$ cat config.mk
export PLATFORM = sky130hd
export DESIGN_NAME = text_term_ctrl
export DESIGN_NICKNAME = d
export VERILOG_FILES = /design/src/rtl/text_term_ctrl.sv
export SDC_FILE = /design/constraint.sdc
export NUM_CORES = 1
export LEC_CHECK = 0
export BUFFER_PORTS_ARGS = -buffer_cell sky130_fd_sc_hd__buf_2
export CAP_MARGIN = 20
export CORE_MARGIN = 2
export CORE_UTILIZATION = 36
export DETAILED_ROUTE_END_ITERATION = 10
export GPL_TIMING_DRIVEN = 0
export PLACE_DENSITY_LB_ADDON = 0.2
export SLEW_MARGIN = 0
export SYNTH_ARGS = -nofsm -noshare
export SYNTH_HDL_FRONTEND = slang
export SYNTH_SLANG_ARGS = --single-unit
$ cat constraint.sdc
create_clock -name clk_i -period 5.4 [get_ports clk_i]
set_clock_uncertainty 0.1 [all_clocks]
set_input_delay 1.62 -clock clk_i [delete_from_list [all_inputs] [get_ports clk_i]]
set_output_delay 1.62 -clock clk_i [all_outputs]
set_load 0.005 [all_outputs]
$ cat src/rtl/text_term_ctrl.sv
// Terminal-style sequencer for the character screen buffer: decodes UART bytes
// into buffer writes and cursor moves, and sweeps the screen blank on reset or FF.
module text_term_ctrl #(
  parameter int N_COL           = 175,
  parameter int N_ROW           = 65,
  parameter int N_COL_WIDTH     = 8,
  parameter int N_ROW_WIDTH     = 7,
  parameter int N_CHARS_WIDTH   = 7,
  parameter int UART_DATA_WIDTH = 8,
  parameter logic [N_CHARS_WIDTH-1:0] BLANK_CHAR = 7'h20
) (
  input  logic                       clk_i,
  input  logic                       rst_i,
  input  logic                       rx_wr_i,
  input  logic [UART_DATA_WIDTH-1:0] rx_data_i,
  output logic                       wr_en_o,
  output logic [N_COL_WIDTH-1:0]     col_w_o,
  output logic [N_ROW_WIDTH-1:0]     row_w_o,
  output logic [N_CHARS_WIDTH-1:0]   din_o,
  output logic [N_COL_WIDTH-1:0]     cursor_col_o,
  output logic [N_ROW_WIDTH-1:0]     cursor_row_o,
  output logic                       busy_o,
  output logic                       drop_o
);

  // state    | meaning
  // IDLE     | decode printable / control bytes at the cursor
  // ESC_COL  | next byte is the absolute cursor column (clamped)
  // ESC_ROW  | next byte is the absolute cursor row (clamped)
  // CLEAR    | blank sweep of the whole screen, incoming bytes dropped
  typedef enum logic [1:0] {
    ST_IDLE    = 2'd0,
    ST_ESC_COL = 2'd1,
    ST_ESC_ROW = 2'd2,
    ST_CLEAR   = 2'd3
  } state_t;

  localparam logic [N_COL_WIDTH-1:0]     COL_MAX  = N_COL_WIDTH'(N_COL - 1);
  localparam logic [N_ROW_WIDTH-1:0]     ROW_MAX  = N_ROW_WIDTH'(N_ROW - 1);
  localparam logic [N_COL_WIDTH-1:0]     COL_ONE  = N_COL_WIDTH'(1);
  localparam logic [N_ROW_WIDTH-1:0]     ROW_ONE  = N_ROW_WIDTH'(1);
  localparam logic [UART_DATA_WIDTH-1:0] COL_LIM  = UART_DATA_WIDTH'(N_COL - 1);
  localparam logic [UART_DATA_WIDTH-1:0] ROW_LIM  = UART_DATA_WIDTH'(N_ROW - 1);
  localparam logic [UART_DATA_WIDTH-1:0] CH_FIRST = UART_DATA_WIDTH'(8'h20);
  localparam logic [UART_DATA_WIDTH-1:0] CH_LAST  = UART_DATA_WIDTH'(8'h7E);
  localparam logic [UART_DATA_WIDTH-1:0] CH_CR    = UART_DATA_WIDTH'(8'h0D);
  localparam logic [UART_DATA_WIDTH-1:0] CH_LF    = UART_DATA_WIDTH'(8'h0A);
  localparam logic [UART_DATA_WIDTH-1:0] CH_BS    = UART_DATA_WIDTH'(8'h08);
  localparam logic [UART_DATA_WIDTH-1:0] CH_FF    = UART_DATA_WIDTH'(8'h0C);
  localparam logic [UART_DATA_WIDTH-1:0] CH_ESC   = UART_DATA_WIDTH'(8'h1B);

  state_t                   state_q, state_d;
  logic                     rx_prev_q;
  logic [N_COL_WIDTH-1:0]   cur_col_q, cur_col_d;
  logic [N_ROW_WIDTH-1:0]   cur_row_q, cur_row_d;
  logic [N_COL_WIDTH-1:0]   sw_col_q, sw_col_d;
  logic [N_ROW_WIDTH-1:0]   sw_row_q, sw_row_d;
  logic                     sw_done_q, sw_done_d;
  logic                     wr_en_q, wr_en_d;
  logic [N_COL_WIDTH-1:0]   col_w_q, col_w_d;
  logic [N_ROW_WIDTH-1:0]   row_w_q, row_w_d;
  logic [N_CHARS_WIDTH-1:0] din_q, din_d;
  logic                     busy_q, busy_d;
  logic                     drop_q, drop_d;
  logic                     evt;
  logic [N_ROW_WIDTH-1:0]   row_inc;

  assign evt     = rx_wr_i && !rx_prev_q;
  assign row_inc = (cur_row_q == ROW_MAX) ? '0 : cur_row_q + ROW_ONE;

  always_ff @(posedge clk_i) begin
    if (rst_i) begin
      state_q   <= ST_CLEAR;
      rx_prev_q <= 1'b0;
      cur_col_q <= '0;
      cur_row_q <= '0;
      sw_col_q  <= '0;
      sw_row_q  <= '0;
      sw_done_q <= 1'b0;
      wr_en_q   <= 1'b0;
      col_w_q   <= '0;
      row_w_q   <= '0;
      din_q     <= BLANK_CHAR;
      busy_q    <= 1'b1;
      drop_q    <= 1'b0;
    end else begin
      state_q   <= state_d;
      rx_prev_q <= rx_wr_i;
      cur_col_q <= cur_col_d;
      cur_row_q <= cur_row_d;
      sw_col_q  <= sw_col_d;
      sw_row_q  <= sw_row_d;
      sw_done_q <= sw_done_d;
      wr_en_q   <= wr_en_d;
      col_w_q   <= col_w_d;
      row_w_q   <= row_w_d;
      din_q     <= din_d;
      busy_q    <= busy_d;
      drop_q    <= drop_d;
    end
  end

  always_comb begin
    state_d   = state_q;
    cur_col_d = cur_col_q;
    cur_row_d = cur_row_q;
    sw_col_d  = sw_col_q;
    sw_row_d  = sw_row_q;
    sw_done_d = sw_done_q;
    wr_en_d   = 1'b0;
    col_w_d   = col_w_q;
    row_w_d   = row_w_q;
    din_d     = din_q;
    busy_d    = busy_q;
    drop_d    = 1'b0;

    unique case (state_q)
      ST_IDLE: begin
        if (evt) begin
          if (rx_data_i >= CH_FIRST && rx_data_i <= CH_LAST) begin
            wr_en_d = 1'b1;
            col_w_d = cur_col_q;
            row_w_d = cur_row_q;
            din_d   = rx_data_i[N_CHARS_WIDTH-1:0];
            if (cur_col_q == COL_MAX) begin
              cur_col_d = '0;
              cur_row_d = row_inc;
            end else begin
              cur_col_d = cur_col_q + COL_ONE;
            end
          end else if (rx_data_i == CH_CR) begin
            cur_col_d = '0;
          end else if (rx_data_i == CH_LF) begin
            cur_row_d = row_inc;
          end else if (rx_data_i == CH_BS) begin
            // backspace never wraps to the previous row
            if (cur_col_q != '0) begin
              cur_col_d = cur_col_q - COL_ONE;
              wr_en_d   = 1'b1;
              col_w_d   = cur_col_q - COL_ONE;
              row_w_d   = cur_row_q;
              din_d     = BLANK_CHAR;
            end
          end else if (rx_data_i == CH_FF) begin
            state_d   = ST_CLEAR;
            sw_col_d  = '0;
            sw_row_d  = '0;
            sw_done_d = 1'b0;
            busy_d    = 1'b1;
          end else if (rx_data_i == CH_ESC) begin
            state_d = ST_ESC_COL;
          end
        end
      end

      ST_ESC_COL: begin
        if (evt) begin
          cur_col_d = (rx_data_i > COL_LIM) ? COL_MAX : N_COL_WIDTH'(rx_data_i);
          state_d   = ST_ESC_ROW;
        end
      end

      ST_ESC_ROW: begin
        if (evt) begin
          cur_row_d = (rx_data_i > ROW_LIM) ? ROW_MAX : N_ROW_WIDTH'(rx_data_i);
          state_d   = ST_IDLE;
        end
      end

      ST_CLEAR: begin
        drop_d = evt;
        // one extra cycle after the last write so busy falls together with the IDLE return
        if (sw_done_q) begin
          busy_d    = 1'b0;
          state_d   = ST_IDLE;
          cur_col_d = '0;
          cur_row_d = '0;
        end else begin
          wr_en_d = 1'b1;
          col_w_d = sw_col_q;
          row_w_d = sw_row_q;
          din_d   = BLANK_CHAR;
          if (sw_col_q == COL_MAX) begin
            sw_col_d = '0;
            if (sw_row_q == ROW_MAX) begin
              sw_row_d  = '0;
              sw_done_d = 1'b1;
            end else begin
              sw_row_d = sw_row_q + ROW_ONE;
            end
          end else begin
            sw_col_d = sw_col_q + COL_ONE;
          end
        end
      end

      default: state_d = ST_IDLE;
    endcase
  end

  assign wr_en_o      = wr_en_q;
  assign col_w_o      = col_w_q;
  assign row_w_o      = row_w_q;
  assign din_o        = din_q;
  assign cursor_col_o = cur_col_q;
  assign cursor_row_o = cur_row_q;
  assign busy_o       = busy_q;
  assign drop_o       = drop_q;

endmodule

==> results.md <==
- RSZ-0062 raised after global routing: false
- Crit path kind: in -> reg
- CP Capture Type: flip-flop
- Die H: 105 microns
- First-pass GRT wire length: 18400 microns
- Ys Warns: 0
- CTS HTree Levels: 3
- Count of cell types in the netlist: 62
- # rows: 36
- DP HPWL: 8330 microns
- Sequential Power Share: 29.4%
- Vias in the first global route: 3509
- Nets: 547
- CP cell instances: buf_2, buf_2, nor4b_1, nand4_1, nand2_1, o221a_2, buf_2, nor2_1, a211oi_1
- Fin. max-slew vios: 0
- Met2 routed WL: 5230 microns
- Most frequent cell after synthesis: dfxtp_1
- Worst rel slew slack: 36.0%
- Metal3 WL: 783 microns
- DRT iter0 DRCs: 254
- GRT Total Usage: 20.9%
- Main flop type after synthesis: dfxtp_1
- Tightest Hold Check Type: reg -> reg
- Via count: 3789
- Die area: 11000 sq um
- Synth area leader: dfxtp_1
- Clk root buf: clkbuf_8
- I/O pin count: 51
- Post-DRT Antenna Nets: 0
- Cells after synthesis: 460
- Crit-path leading delay family: simple AND/OR/NAND/NOR gates
- DR DRC count: 0
- Port Buffers: 48
- Period utilisation layout: 74.0%
- Startpoint Class: input pin
- Sw Pwr: 0.931 mW
- Syn Nets: 487
- Clock power share: 21.1%
- Core Footprint: 9820 sq um
- Chip Width: 105 microns
- Initial Util: 37.2%
- VDD IR-drop max: 0.000192 V
- Max stage delay on crit path: 0.59 ns
- TritonCTS clock tree: done
- Setup Fix Bufs, Post-CTS: 0
- Synth Cell Area: 3650 sq um
- Max frequency: 250 MHz
- Pwr Density: 482 nW/um^2
- Tot Pwr: 2.06 mW
- Critical Path RT: 5.56 ns
- Switch share: 45.3%
- Worst r2r path cells: 9
- EDFF count, synth: 0
- RePlAce Congestion: 0.953
- Internal: 1.12 mW
- Initial antenna violation count: 0
- DRT met1 WL: 5210 microns
- Vias per inst: 5.76
- N_diodes: 0
- Max cap viols: 0
- Post-synthesis sequential area ratio: 32.4%
- Outcome: completed
- Clock Tree Buf Depth: 2
- CP Depth: 9
- CTS Hold Buffers Added: 0
- CTS buffer count: 9
- Worst-path clk slew: 0.07 ns
- Top cell by count, worst path: buf_2
- Arrival time at the worst endpoint: 4.16 ns
- Largest net degree at the start of global routing: 14
- Share of cells above drive strength 1: 16.8%
- Final setup viols: 0
- LEAKAGE: 1.68 nW
- Buf+Inv Stages, Crit Path: 3
- Skew-Pair Late Insertion Delay: 0.35 ns
- TritonRoute pass-1 iters: 5
- Worst-Margin Slew: 0.947 ns
- Clk sinks: 59
- Cts repair resizes: 0
- Final Hold Violating Endpoints: 0
- Tmin final: 4.00 ns
- WL final: 11400 microns
- Synth Register Bits: 59
- Final core utilization: 43.5%
- Comb pwr share: 49.5%
- Area share of the largest cell type after synthesis: 32.4%
- Top cells by area, synth: dfxtp_1 32%, nor2_1 5.9%, ha_1 5.5%
- Area Overhead vs Synth: 17.0%
- Fin Setup TNS: 0 ns
- DR top layer: met4
- FFs w/ async S/R, synth: 0%
- Total grt overflow: 0
- Commonest cells in the netlist: 59 x dfxtp_1, 57 x nor2_1, 31 x nand2_1, 28 x a21oi_1, 24 x clkbuf_1
- Wirelength per Cell: 17.4 microns
- CP max FO: 10
- Post-synthesis area per instance: 7.93 sq um
- Hold path depth: 2
- Slowest-stage cell, CP: nor4b_1
==> per-layer routing <==
layer / GRT usage [%] / vias to the layer above
met1: 28.5 / 1768
met2: 33.7 / 168
li1: - / 1836
met4: 6.86 / 0
met3: 3.31 / 17
met5: 0 / -
==> cell usage in the layout (no fill, tap or decap), types with 3 or more instances in the layout <==
master	count
dfxtp_1	59
nor2_1	57
buf_2	54
nand2_1	31
a21oi_1	28
clkbuf_1	24
o21ai_0	21
nand3_1	19
nand4_1	17
a211oi_1	16
ha_1	16
inv_1	15
nor3_1	10
o211ai_1	9
clkbuf_8	9
nand2b_1	8
mux2i_1	8
xor2_1	8
nor4b_1	7
or3_1	7
nor4_1	6
and3_1	6
a21o_1	5
nor2b_1	4
a41oi_1	4
or2_2	4
nor3b_1	4
a211o_1	4
a311oi_1	4
a31oi_1	4
xnor2_1	4
o31ai_1	3
o221ai_1	3
a31o_2	3
a221oi_1	3
inv_6	3
==> worst register-to-register path: cells and delay by family, from the launching register on <==
| family | cells | cell delay, ns |
|---|---|---|
| fa+ha+maj | 1 | 0.20 |
| buf+inv | 2 | 0.47 |
| compound gates | 4 | 0.88 |
| flops | 1 | 0.41 |
| simple gates | 2 | 0.88 |
==> flip-flops by register name (all words and copies together) (netlist names) <==
signal and cells:
col_w_o 8, cursor_col_o 8, sw_col_q 8, cursor_row_o 7, din_o 7, row_w_o 7, sw_row_q 7, state_q 2
busy_o 1, drop_o 1, rx_prev_q 1, sw_done_q 1, wr_en_o 1
==> cell families after synthesis <==
family | count (synthesis) | share of synthesized area, %
and+or+nand+nor | 191 | 27.1
AOI/OAI and AO/OA | 125 | 24.2
DFF | 59 | 32.4
buffers and inverters | 49 | 5.73
adders and majority gates | 16 | 5.49
xor gates and xnor gates | 12 | 2.88
muxes | 8 | 2.19
==> cell type report <==
| cell class | instances | area [sq um] |
|---|---|---|
| clock inverters | 7 | 83.8 |
| plain buffers | 33 | 149 |
| clock buffers | 9 | 124 |
| repair buffers | 49 | 245 |
| flip-flops and latches | 59 | 1180 |
| multi-input cells | 352 | 2260 |
| well taps | 133 | 166 |
| inverters | 16 | 60.1 |
| fillers | 1070 | 5550 |
==> worst paths after layout <==
path,from,end,slack [ns]
max,rx_data_i[6],cursor_col_o[2]$_SDFFE_PP0P_,1.40
min,din_o[3]$_SDFFE_PP0P_,din_o[3]$_SDFFE_PP0P_,0.36
max reg2reg,cursor_col_o[0]$_SDFFE_PP0P_,cursor_row_o[2]$_SDFFE_PP0P_,2.32
min reg2reg,din_o[3]$_SDFFE_PP0P_,din_o[3]$_SDFFE_PP0P_,0.36
==> per-stage QoR <==
| stage | instance area (sq um) | hold slack [ns] | setup slack [ns] | cells |
|---|---|---|---|---|
| after floorplan | 3650 | 0.348 | 1.70 | 460 |
| after global placement | 4060 | 0.342 | 1.12 | 641 |
| after detailed placement | 4060 | 0.347 | 1.19 | 641 |
| after CTS | 4260 | 0.361 | 1.53 | 657 |
| after global routing | 4270 | 0.392 | 1.23 | 658 |
| final | 4270 | 0.358 | 1.40 | 658 |
==> power groups by stage <==
stage                     logic (mW)  registers [mW]  clock network, mW
after floorplan                0.687           0.610                  0
after detailed placement        1.00           0.614                  0
after CTS                       1.00           0.606              0.443
after global placement         0.998           0.612                  0
final                           1.02           0.604              0.434
after global routing            1.13           0.621              0.461
Note: power is estimated with default switching activity, not from simulation.
